[src/rtl/seg7_scan_ctrl.sv]
// Multiplexed 7-segment scan controller: double-buffered hex display with dead time
// between digits, leading-zero blanking, per-digit enable and per-digit blink.
module seg7_scan_ctrl #(
    parameter int NUM_DIGITS       = 8,
    parameter int REFRESH_DIV      = 50000,
    parameter int GHOST_CYCLES     = 16,
    parameter int BLINK_FRAMES     = 64,
    parameter int SEG_ACTIVE_LOW   = 1,
    parameter int DIGIT_ACTIVE_LOW = 1
) (
    input  logic                    clk,
    input  logic                    rstb,
    input  logic                    load,
    input  logic [4*NUM_DIGITS-1:0] value_in,
    input  logic [NUM_DIGITS-1:0]   dp_in,
    input  logic [NUM_DIGITS-1:0]   digit_en,
    input  logic [NUM_DIGITS-1:0]   blink_en,
    input  logic                    lz_blank,
    output logic [7:0]              seg,
    output logic [NUM_DIGITS-1:0]   digit,
    output logic                    frame_done
);

    localparam int SLOT_W  = (NUM_DIGITS > 1) ? $clog2(NUM_DIGITS) : 1;
    localparam int DIV_W   = (REFRESH_DIV > 1) ? $clog2(REFRESH_DIV) : 1;
    localparam int FRAME_W = (BLINK_FRAMES > 1) ? $clog2(BLINK_FRAMES) : 1;

    localparam logic [DIV_W-1:0]      DIV_LAST   = DIV_W'(REFRESH_DIV - 1);
    localparam logic [DIV_W-1:0]      GHOST_END  = DIV_W'(GHOST_CYCLES);
    localparam logic [SLOT_W-1:0]     SLOT_LAST  = SLOT_W'(NUM_DIGITS - 1);
    localparam logic [FRAME_W-1:0]    FRAME_LAST = FRAME_W'(BLINK_FRAMES - 1);
    localparam logic [7:0]            SEG_OFF    = (SEG_ACTIVE_LOW != 0) ? 8'hFF : 8'h00;
    localparam logic [NUM_DIGITS-1:0] DIGIT_OFF  = (DIGIT_ACTIVE_LOW != 0) ? {NUM_DIGITS{1'b1}}
                                                                            : {NUM_DIGITS{1'b0}};

    // Scan state
    logic [DIV_W-1:0]   div_cnt_reg;
    logic [SLOT_W-1:0]  slot_reg;
    logic [FRAME_W-1:0] frame_cnt_reg;
    logic               blink_phase_reg;
    logic               frame_done_reg;

    // Shadow (written by load) and active (shown) copies of the display data
    logic [4*NUM_DIGITS-1:0] shadow_value_reg;
    logic [NUM_DIGITS-1:0]   shadow_dp_reg;
    logic [NUM_DIGITS-1:0]   shadow_en_reg;
    logic [NUM_DIGITS-1:0]   shadow_blink_reg;
    logic [4*NUM_DIGITS-1:0] active_value_reg;
    logic [NUM_DIGITS-1:0]   active_dp_reg;
    logic [NUM_DIGITS-1:0]   active_en_reg;
    logic [NUM_DIGITS-1:0]   active_blink_reg;

    logic [7:0]            seg_reg;
    logic [NUM_DIGITS-1:0] digit_reg;
    logic [7:0]            seg_next;
    logic [NUM_DIGITS-1:0] digit_next;

    logic [3:0]            nibble [NUM_DIGITS];
    logic [NUM_DIGITS-1:0] zero_from;
    logic [NUM_DIGITS-1:0] lz_mask;
    logic [NUM_DIGITS-1:0] slot_sel;

    logic       frame_wrap;
    logic       ghost;
    logic       slot_blank;
    logic [3:0] cur_nibble;
    logic       cur_dp;
    logic       cur_lz;
    logic [7:0] seg_on;

    function automatic logic [6:0] hex_to_seg(input logic [3:0] v);
        logic [6:0] s;
        case (v)
            4'h0:    s = 7'h3F;
            4'h1:    s = 7'h06;
            4'h2:    s = 7'h5B;
            4'h3:    s = 7'h4F;
            4'h4:    s = 7'h66;
            4'h5:    s = 7'h6D;
            4'h6:    s = 7'h7D;
            4'h7:    s = 7'h07;
            4'h8:    s = 7'h7F;
            4'h9:    s = 7'h6F;
            4'hA:    s = 7'h77;
            4'hB:    s = 7'h7C;
            4'hC:    s = 7'h39;
            4'hD:    s = 7'h5E;
            4'hE:    s = 7'h79;
            default: s = 7'h71;
        endcase
        return s;
    endfunction

    assign frame_wrap = (div_cnt_reg == DIV_LAST) && (slot_reg == SLOT_LAST);

    always_ff @(posedge clk) begin
        if (!rstb) begin
            div_cnt_reg     <= '0;
            slot_reg        <= '0;
            frame_cnt_reg   <= '0;
            blink_phase_reg <= 1'b0;
            frame_done_reg  <= 1'b0;
        end else begin
            frame_done_reg <= frame_wrap;
            if (div_cnt_reg == DIV_LAST) begin
                div_cnt_reg <= '0;
                if (slot_reg == SLOT_LAST) begin
                    slot_reg <= '0;
                    if (frame_cnt_reg == FRAME_LAST) begin
                        frame_cnt_reg   <= '0;
                        blink_phase_reg <= ~blink_phase_reg;
                    end else begin
                        frame_cnt_reg <= frame_cnt_reg + FRAME_W'(1);
                    end
                end else begin
                    slot_reg <= slot_reg + SLOT_W'(1);
                end
            end else begin
                div_cnt_reg <= div_cnt_reg + DIV_W'(1);
            end
        end
    end

    always_ff @(posedge clk) begin
        if (!rstb) begin
            shadow_value_reg <= '0;
            shadow_dp_reg    <= '0;
            shadow_en_reg    <= '0;
            shadow_blink_reg <= '0;
        end else if (load) begin
            shadow_value_reg <= value_in;
            shadow_dp_reg    <= dp_in;
            shadow_en_reg    <= digit_en;
            shadow_blink_reg <= blink_en;
        end
    end

    // A load on the wrap edge lands in shadow only; active picks it up next frame.
    always_ff @(posedge clk) begin
        if (!rstb) begin
            active_value_reg <= '0;
            active_dp_reg    <= '0;
            active_en_reg    <= '0;
            active_blink_reg <= '0;
        end else if (frame_wrap) begin
            active_value_reg <= shadow_value_reg;
            active_dp_reg    <= shadow_dp_reg;
            active_en_reg    <= shadow_en_reg;
            active_blink_reg <= shadow_blink_reg;
        end
    end

    // zero_from[i]: nibbles i..NUM_DIGITS-1 of the shown value are all zero
    generate
        for (genvar gi = 0; gi < NUM_DIGITS; gi++) begin : g_digit
            assign nibble[gi]   = active_value_reg[4*gi +: 4];
            assign slot_sel[gi] = (slot_reg == SLOT_W'(gi));
            if (gi == NUM_DIGITS - 1) begin : g_top
                assign zero_from[gi] = (nibble[gi] == 4'h0);
            end else begin : g_lower
                assign zero_from[gi] = (nibble[gi] == 4'h0) && zero_from[gi+1];
            end
            if (gi == 0) begin : g_lsd
                assign lz_mask[gi] = 1'b0;
            end else begin : g_upper
                assign lz_mask[gi] = lz_blank && zero_from[gi];
            end
        end
    endgenerate

    always_comb begin
        ghost      = (div_cnt_reg < GHOST_END);
        cur_nibble = nibble[slot_reg];
        cur_dp     = active_dp_reg[slot_reg];
        cur_lz     = lz_mask[slot_reg];
        slot_blank = !active_en_reg[slot_reg] || (active_blink_reg[slot_reg] && blink_phase_reg);

        seg_on = {cur_dp, hex_to_seg(cur_nibble)};
        if (slot_blank) begin
            seg_on = 8'h00;
        end else if (cur_lz) begin
            seg_on = {cur_dp, 7'h00};
        end

        if (ghost) begin
            seg_next   = SEG_OFF;
            digit_next = DIGIT_OFF;
        end else begin
            seg_next   = (SEG_ACTIVE_LOW != 0) ? ~seg_on : seg_on;
            digit_next = (DIGIT_ACTIVE_LOW != 0) ? ~slot_sel : slot_sel;
        end
    end

    always_ff @(posedge clk) begin
        if (!rstb) begin
            seg_reg   <= SEG_OFF;
            digit_reg <= DIGIT_OFF;
        end else begin
            seg_reg   <= seg_next;
            digit_reg <= digit_next;
        end
    end

    assign seg        = seg_reg;
    assign digit      = digit_reg;
    assign frame_done = frame_done_reg;

endmodule

[config.mk]
export PLATFORM = sky130hd
export DESIGN_NAME = seg7_scan_ctrl
export DESIGN_NICKNAME = d
export VERILOG_FILES = /design/src/rtl/seg7_scan_ctrl.sv
export SDC_FILE = /design/constraint.sdc
export NUM_CORES = 1
export LEC_CHECK = 0
export CORE_UTILIZATION = 55
export CTS_CLUSTER_DIAMETER = 40
export CTS_CLUSTER_SIZE = 24
export DETAILED_ROUTE_END_ITERATION = 10
export HOLD_SLACK_MARGIN = 0.05
export PLACE_DENSITY = 0.82
export REMOVE_ABC_BUFFERS = 1
export SLEW_MARGIN = 20
export SYNTH_ARGS = -nofsm -noshare
export SYNTH_HDL_FRONTEND = slang
export SYNTH_SLANG_ARGS = --single-unit
[constraint.sdc]
create_clock -name clk -period 6.1 [get_ports clk]
set_input_delay 0.61 -clock clk [delete_from_list [all_inputs] [get_ports clk]]
set_output_delay 0.61 -clock clk [all_outputs]
set_load 0.02 [all_outputs]
==> impl_metrics.yaml, run 1 <==
outcome:
  outcome: "finished clean"
run:
  cap_violations: 0
worst_setup_path:
  crit_type: "reg2reg"
  worstPathCellList: "ha_1 > ha_1 > inv_1 > nor4_4 > clkbuf_8 > buf_4 > nand2_1 > a21oi_1"
  worstPathRequired_ns: 6.44
  startpoint_type: "register"
  startpoint: "slot_reg[1]"
  path_buf_inv: 3
  worstReg2RegStart: "slot_reg[1]"
  path_max_fanout: 40
  worstPathArrival_ns: 3.68
  crit_family: "flip-flops"
  worstSetupPathDepth: 8
  cpPeakStageDelay_ns: 1.03
  cp_common_cell: "ha_1"
  slowest_stage: "dfxtp_1"
  crit_path_end_kind: "register"
  endpoint: "active_value_reg[24]"
  reg2reg_depth: 8
  r2r_slack_ns: 2.76
  r2r_end: "active_value_reg[24]"
sta:
  hold_viol: 0
  fin_crit_sh: 0.547
  tightest_slew_ns: 1.07
  finClkSkew_ns: 0.0107
  setup_viol: 0
  drv_slew: 0
  fmax_mhz: 300
  setup_tns_ns: 0
  finalCriticalPeriod_ns: 3.34
  whs_ns: 0.454
  slew_headroom: 0.286
  rsz0062_at_grt: "no"
finish:
  final_area_um2: 7740
  n_fill_cell: 825
  drive_gt1_frac: 0.0731
  area_delta_synth_final_pct: 22.7
  seqCellArea_um2: 3100
  insertedDiodeCount: 0
  postLayoutCoreUtil: 0.704
  multi_input_area_um2: 2990
  final_nets: 827
routing:
  drtIter0Drc: 343
  drc: 0
  ant_nets: 0
  wire_per_inst_um: 15.3
  drt-total-wl_um: 13800
  dr.pass1.iters: 5
  viasPerCell: 5.55
  via_count: 5030
floorplan:
  dieArea_um2: 11900
  core_um2: 11000
  die_w_um: 109
  io_pins: 77
  initial_core_util: 0.574
  die-height_um: 109
  rows: 38
place:
  dp_hpwl_um: 9120
  placed_cell_area_um2: 7100
  io_buffers: 76
  place.gp.congestion: 0.818
cts:
  cts.clk_slew.worst_paths_ns: 0.06
  ctsResizeCount: 0
  ctsHoldBuffers: 0
  clk_latency_ns: 0.43
  clockBufferDepth: 2
  cts_buffers: 17
  root_buffer: "clkbuf_16"
  h-tree-depth: 4
  cts_tree: "yes"
  post-cts-setup-buffers: 0
  cts.sinks: 155
synthesis:
  ys_seq_elements: 155
  synth_area_leader_cell: "dfxtp_1"
  post-synth-top-count-cell: "dfxtp_1"
  ys_async_sr_fraction: 0
  synth_area_per_cell_um2: 9.11
  synth_warnings: 0
  synth_ff_type: "dfxtp_1"
  synth_top_cell_area_share: 0.492
  syn_area_um2: 6300
  ys_top_cells_by_count: "dfxtp_1, nand2_1, nor2_1"
  synth-edff-count: 0
  postSynthCellCount: 692
  yosys-top-cells-area: "dfxtp_1, mux2i_1, nand2_1"
  synth_seq_area_share: 0.492
  synthDistinctLibCells: 45
pwr:
  powerDensity_nw_per_um2: 292
  ir_drop_mv: 0.374
  leakagePower_nw: 2.92
  fin_total_pwr_w: 0.00226
grt:
  grt_max_degree: 78
  track_usage: 0.253
  antenna_found_initial: 0
  first_global_vias: 4917
  grt_pass1_wl_um: 23000
  grt_overflow_total: 0
min_path:
  hp-class: "reg2reg"
[cell usage in the layout (no fill, tap or decap), drive strengths merged, types with 3 or more instances in the layout]
master,netlist,layout
bufinv,0,4
ha,14,14
mux2i,69,69
inv,11,11
nor4,11,11
buf,21,5
nand4,4,4
nand3,12,12
xnor2,8,8
xor2,9,9
or3,3,3
o211ai,3,3
clkbuf,18,22
nor2,84,84
mux4,9,9
clkdlybuf4s50,0,75
nor3,4,4
and3,5,5
a211oi,5,5
o221ai,4,4
clkinv,1,5
a21oi,65,65
clkinvlp,0,3
dfxtp,155,155
nand2,149,149
o21ai,8,8
[layer usage]
metal	up-vias	wire [um]	track usage
li1	2476	-	-
met1	2387	6010	0.303
met2	137	6890	0.427
met3	30	635	0.0622
met4	0	299	0.112
met5	-	0	0
[area by class of cell]
type                            instances  area share
Tap cell                              140      0.0226
Clock buffer                           21      0.0595
Sequential cell                       155       0.401
Clock inverter                         11      0.0215
Timing Repair Buffer                   81       0.103
Inverter                               12     0.00598
Multi-Input combinational cell        486       0.386
[worst min-delay path by stage]
stage	startpoint	depth (start not counted)	to
floorplan	active_dp_reg[2]	2	active_dp_reg[2]
global placement	active_dp_reg[5]	2	active_dp_reg[5]
detailed placement	active_blink_reg[6]	2	active_blink_reg[6]
CTS	active_blink_reg[2]	2	active_blink_reg[2]
global route	active_blink_reg[2]	2	active_blink_reg[2]
finish	active_dp_reg[6]	2	active_dp_reg[6]
[worst reg2reg max path, stage by stage, from the launching register on]
cell and delay [ns]:
dfxtp_1 1.03, ha_1 0.34, ha_1 0.23, inv_1 0.10, nor4_4 0.51, clkbuf_8 0.31
buf_4 0.39, nand2_1 0.16, a21oi_1 0.18
[kinds of logic (layout without fill, tap and decap cells)]
kind of cell | Yosys count | count (layout) | synth area share
XOR/XNOR | 17 | 17 | 0.0236
AND/OR/NAND/NOR | 279 | 279 | 0.187
AO/OA/AOI/OAI | 96 | 96 | 0.0897
multiplexers | 80 | 80 | 0.146
buffers and inverters | 51 | 125 | 0.0339
flip-flops | 155 | 155 | 0.492
adder cells (fa/ha/maj) | 14 | 14 | 0.0278
[power by group]
group	leakage (nW)	internal (W)	switching, W
logic	1.36	0.0000577	0.0000426
registers	1.26	0.00104	0.0000151
clock network	0.299	0.000705	0.000404
total	2.92	0.00180	0.000462
[stage by stage]
step,std cells,setup slack [ns]
2_1_floorplan,653,2.42
3_3_place_gp,873,2.67
3_5_place_dp,873,2.49
4_1_cts,905,2.43
5_1_grt,906,2.50
6_report,906,2.76
(Power assumes the default switching activity.)
==> inputs of run 2 (changes only) <==
Settings changed: CORE_UTILIZATION 55 to 50, PLACE_DENSITY 0.82 to 0.79.
Clock period 6.1 ns to 3 ns, I/O delays scaled along.
==> impl_metrics.yaml, run 2 (synthesis gave the netlist of run 1 again) <==
min_path:
  min_to: "active_dp_reg[1]"
  hold_start: "active_dp_reg[1]"
  holdPathStages: 2
  hp-class: "reg2reg"
routing:
  drc: 0
  viasPerCell: 5.33
  dr.pass1.iters: 5
  ant_nets: 0
  route.met3.wl_um: 588
  met2_length_um: 6400
  drt-total-wl_um: 13300
  topRoutingLayerUsed: "met4"
  wl_met1_um: 6050
  via_count: 5003
  wire_per_inst_um: 14.2
  drtIter0Drc: 337
worst_setup_path:
  crit_path_end_kind: "register"
  worstPathArrival_ns: 2.90
  startpoint_type: "register"
  reg2reg_depth: 7
  worstReg2RegStart: "div_cnt_reg[0]"
  startpoint: "div_cnt_reg[0]"
  r2r_slack_ns: 0.43
  crit_type: "reg2reg"
  worstPathRequired_ns: 3.33
  path_max_fanout: 22
  r2r_end: "active_blink_reg[2]"
finish:
  final_nets: 832
  insertedDiodeCount: 0
  n_fill_cell: 984
  drive_gt1_frac: 0.0791
  final_area_um2: 7780
  area_delta_synth_final_pct: 23.4
  most-common-layout-cells: "dfxtp_1, nand2_1, nor2_1, clkdlybuf4s50_1, mux2i_1"
  final_common_cell: "dfxtp_1"
floorplan:
  dieArea_um2: 13100
  core_um2: 12200
  die_w_um: 114
  rows: 40
  io_pins: 77
  die-height_um: 114
  initial_core_util: 0.518
cts:
  cts.clk_slew.worst_paths_ns: 0.06
  cts_buffers: 17
  post-cts-setup-buffers: 0
  clk_latency_ns: 0.43
  ctsHoldBuffers: 0
  root_buffer: "clkbuf_16"
  clockBufferDepth: 2
  cts.sinks: 155
  cts_tree: "yes"
  h-tree-depth: 4
  ctsResizeCount: 0
pwr:
  fin_total_pwr_w: 0.00448
  ir_drop_mv: 0.356
  powerDensity_nw_per_um2: 576
  leakagePower_nw: 2.94
sta:
  drv_slew: 0
  finClkSkew_ns: 0.00627
  fin_crit_sh: 0.856
  rsz0062_at_grt: "no"
  slew_headroom: 0.355
  layout_setup_ws_ns: 0.431
  tightest_slew_ns: 0.968
  fmax_mhz: 389
  setup_viol: 0
  finalCriticalPeriod_ns: 2.57
  hold_viol: 0
place:
  dp_hpwl_um: 8960
  io_buffers: 76
  post-place-ws_ns: 0.520
  place.gp.congestion: 0.862
  placed_cell_area_um2: 7180
outcome:
  outcome: "finished clean"
grt:
  grt_max_degree: 125
  first_global_vias: 4723
  antenna_found_initial: 0
  grt_pass1_wl_um: 22100
  grt_overflow_total: 0
  track_usage: 0.216
run:
  cap_violations: 0
[run 2: critical path, stage by stage, from the launching register on]
cell	delay, ns
dfxtp_1	0.38
ha_1	0.24
nand3_2	0.18
or3_1	0.45
nor4_4	0.52
buf_4	0.37
nand2_1	0.12
a21oi_1	0.21
[run 2: worst max-delay path by stage]
stage                     slack (ns)                  end  cells after the start
after detailed placement        0.52  active_value_reg[7]                      7
after global placement          0.64     active_dp_reg[4]                      7
after floorplan                -0.68     frame_cnt_reg[5]                      7
after CTS                       0.42  active_blink_reg[2]                      7
after global routing            0.20  active_blink_reg[2]                      7
final                           0.43  active_blink_reg[2]                      7
[run 2: report_power, final]
part	switching [W]	total [W]	internal (W)
combinational	0.0000877	0.000205	0.000117
sequential	0.0000301	0.00214	0.00211
clock	0.000817	0.00214	0.00132
total	0.000935	0.00448	0.00355
[run 2: layer usage]
| metal | track usage | up-vias |
|---|---|---|
| met3 | 0.0556 | 28 |
| li1 | - | 2496 |
| met1 | 0.274 | 2350 |
| met2 | 0.352 | 129 |
| met5 | 0 | - |
| met4 | 0.0823 | 0 |
[run 2: cell type report]
type	instances	area [um^2]	share of cell area
repair buffers	86	837	0.108
well taps	168	210	0.0270
multi-input cells	486	2990	0.384
flip-flops and latches	155	3100	0.399
inverters	12	46.3	0.00595
clock inverters	12	148	0.0190
clock buffers	20	447	0.0574
[run 2: per-stage QoR]
step	utilization	setup TNS, ns	std cells	hold WS (ns)
3_5_place_dp	0.590	0	907	0.445
6_report	0.640	0	939	0.450
2_1_floorplan	-	-21.50	653	0.428
5_1_grt	0.640	0	939	0.463
4_1_cts	0.639	0	939	0.451
3_3_place_gp	0.590	0	907	0.437
==> inputs of run 3 (changes only) <==
Settings changed: GPL_TIMING_DRIVEN from default to 0.
==> impl_metrics.yaml, run 3 (synthesis gave the netlist of run 1 again) <==
grt:
  track_usage: 0.220
  grt_overflow_total: 0
  antenna_found_initial: 0
  grt_max_degree: 65
  grt_pass1_wl_um: 22700
  first_global_vias: 4826
cts:
  clk_latency_ns: 0.42
  ctsResizeCount: 2
  cts_tree: "yes"
  clockBufferDepth: 2
  cts.clk_slew.worst_paths_ns: 0.06
  h-tree-depth: 4
  root_buffer: "clkbuf_16"
  post-cts-setup-buffers: 0
  cts_buffers: 17
  cts.sinks: 155
  ctsHoldBuffers: 0
min_path:
  hp-class: "in2reg"
routing:
  drtIter0Drc: 315
  drc: 0
  ant_nets: 0
  drt-total-wl_um: 13400
  dr.pass1.iters: 4
  via_count: 4944
  viasPerCell: 5.29
  wire_per_inst_um: 14.3
finish:
  final_cells: 934
  drive_gt1_frac: 0.0783
  area_delta_synth_final_pct: 24.2
  final_nets: 829
  final_common_cell: "dfxtp_1"
  most-common-layout-cells: "dfxtp_1, nand2_1, nor2_1, clkdlybuf4s50_1, mux2i_1"
  insertedDiodeCount: 0
sta:
  finClkSkew_ns: 0.0140
  layout_setup_ws_ns: 0.226
  finalCriticalPeriod_ns: 2.77
  tightest_slew_ns: 0.643
  slew_headroom: 0.572
  fmax_mhz: 361
  setup_viol: 0
  drv_slew: 0
  fin_crit_sh: 0.925
  hold_viol: 0
  rsz0062_at_grt: "no"
worst_setup_path:
  crit_type: "reg2reg"
  cpPeakStageDelay_ns: 0.69
  worstPathRequired_ns: 3.28
  startpoint_type: "register"
  slowest_stage: "dfxtp_2"
  crit_path_end_kind: "register"
  worstPathArrival_ns: 3.06
  path_max_fanout: 21
  worstPathCellList: "mux4_2 > mux2i_1 > inv_1 > ha_1 > nand2_1 > o21ai_0 > o21ai_0 > nand2_1"
floorplan:
  die-height_um: 114
  io_pins: 77
  die_w_um: 114
  initial_core_util: 0.518
  core_um2: 12200
  rows: 40
  dieArea_um2: 13100
place:
  dp_hpwl_um: 8920
  place.gp.congestion: 0.830
  placed_cells: 904
  io_buffers: 76
  post-place-ws_ns: -0.136
pwr:
  leakagePower_nw: 2.95
  powerDensity_nw_per_um2: 578
  ir_drop_mv: 0.318
outcome:
  outcome: "finished clean"
run:
  cap_violations: 0
-- run 3: changes by cell type in the layout (fill, tap and decap cells not counted), sizes merged --
cell,delta
clkbuf,-2
clkinv,-3
bufinv,+1
clkinvlp,+1
buf,-3
inv,+1
-- run 3: critical path, delay by kind of cell (launching register included) --
kind,cells,cell delay (ns)
AO/OA/AOI/OAI,2,0.31
adder cells (fa/ha/maj),1,0.27
buffers and inverters,1,0.16
flip-flops,1,0.69
multiplexers,2,1.05
AND/OR/NAND/NOR,2,0.17
-- run 3: routing by layer --
layer  vias to the layer above  global-route usage  part of all wire
met1                      2326               0.274              0.44
met2                       112               0.367              0.50
met3                        23              0.0508             0.041
met4                         0              0.0952             0.016
li1                       2483                   -                 -
met5                         -                   0                 0
-- run 3: worst paths after layout --
| path | from | to | slack (ns) | cells after the start |
|---|---|---|---|---|
| worst max-delay path | slot_reg[0] | seg[3] | 0.23 | 8 |
| worst min-delay path | load | shadow_value_reg[6] | 0.31 | 3 |
| worst max register to register | slot_reg[0] | seg[3] | 0.23 | 8 |
| worst min register to register | active_en_reg[6] | active_en_reg[6] | 0.45 | 2 |
-- run 3: layout make-up --
cell class	count	area [um^2]
Fill cell	957	4330
Clock inverter	12	175
Clock buffer	18	429
Timing Repair Buffer	83	871
Sequential cell	155	3110
Inverter	12	47.5
Multi-Input combinational cell	486	2990
Tap cell	168	210
-- run 3: through the flow --
step / power (W) / setup TNS [ns] / util / hold slack, ns / instance area [um^2]
2_1_floorplan: 0.00226 / -21.50 / - / 0.428 / 6130
3_3_place_gp: 0.00238 / -125.64 / 0.584 / 0.439 / 7110
3_5_place_dp: 0.00239 / -0.579 / 0.594 / 0.445 / 7220
4_1_cts: 0.00456 / 0 / 0.644 / 0.303 / 7830
5_1_grt: 0.00467 / 0 / 0.644 / 0.326 / 7830
6_report: 0.00452 / 0 / 0.644 / 0.310 / 7830
-- run 3: power breakdown --
part | internal [W] | switching (W) | leakage (nW)
Sequential | 0.00211 | 0.0000280 | 1.26
Clock | 0.00138 | 0.000801 | 0.288
Combinational | 0.000122 | 0.0000883 | 1.40
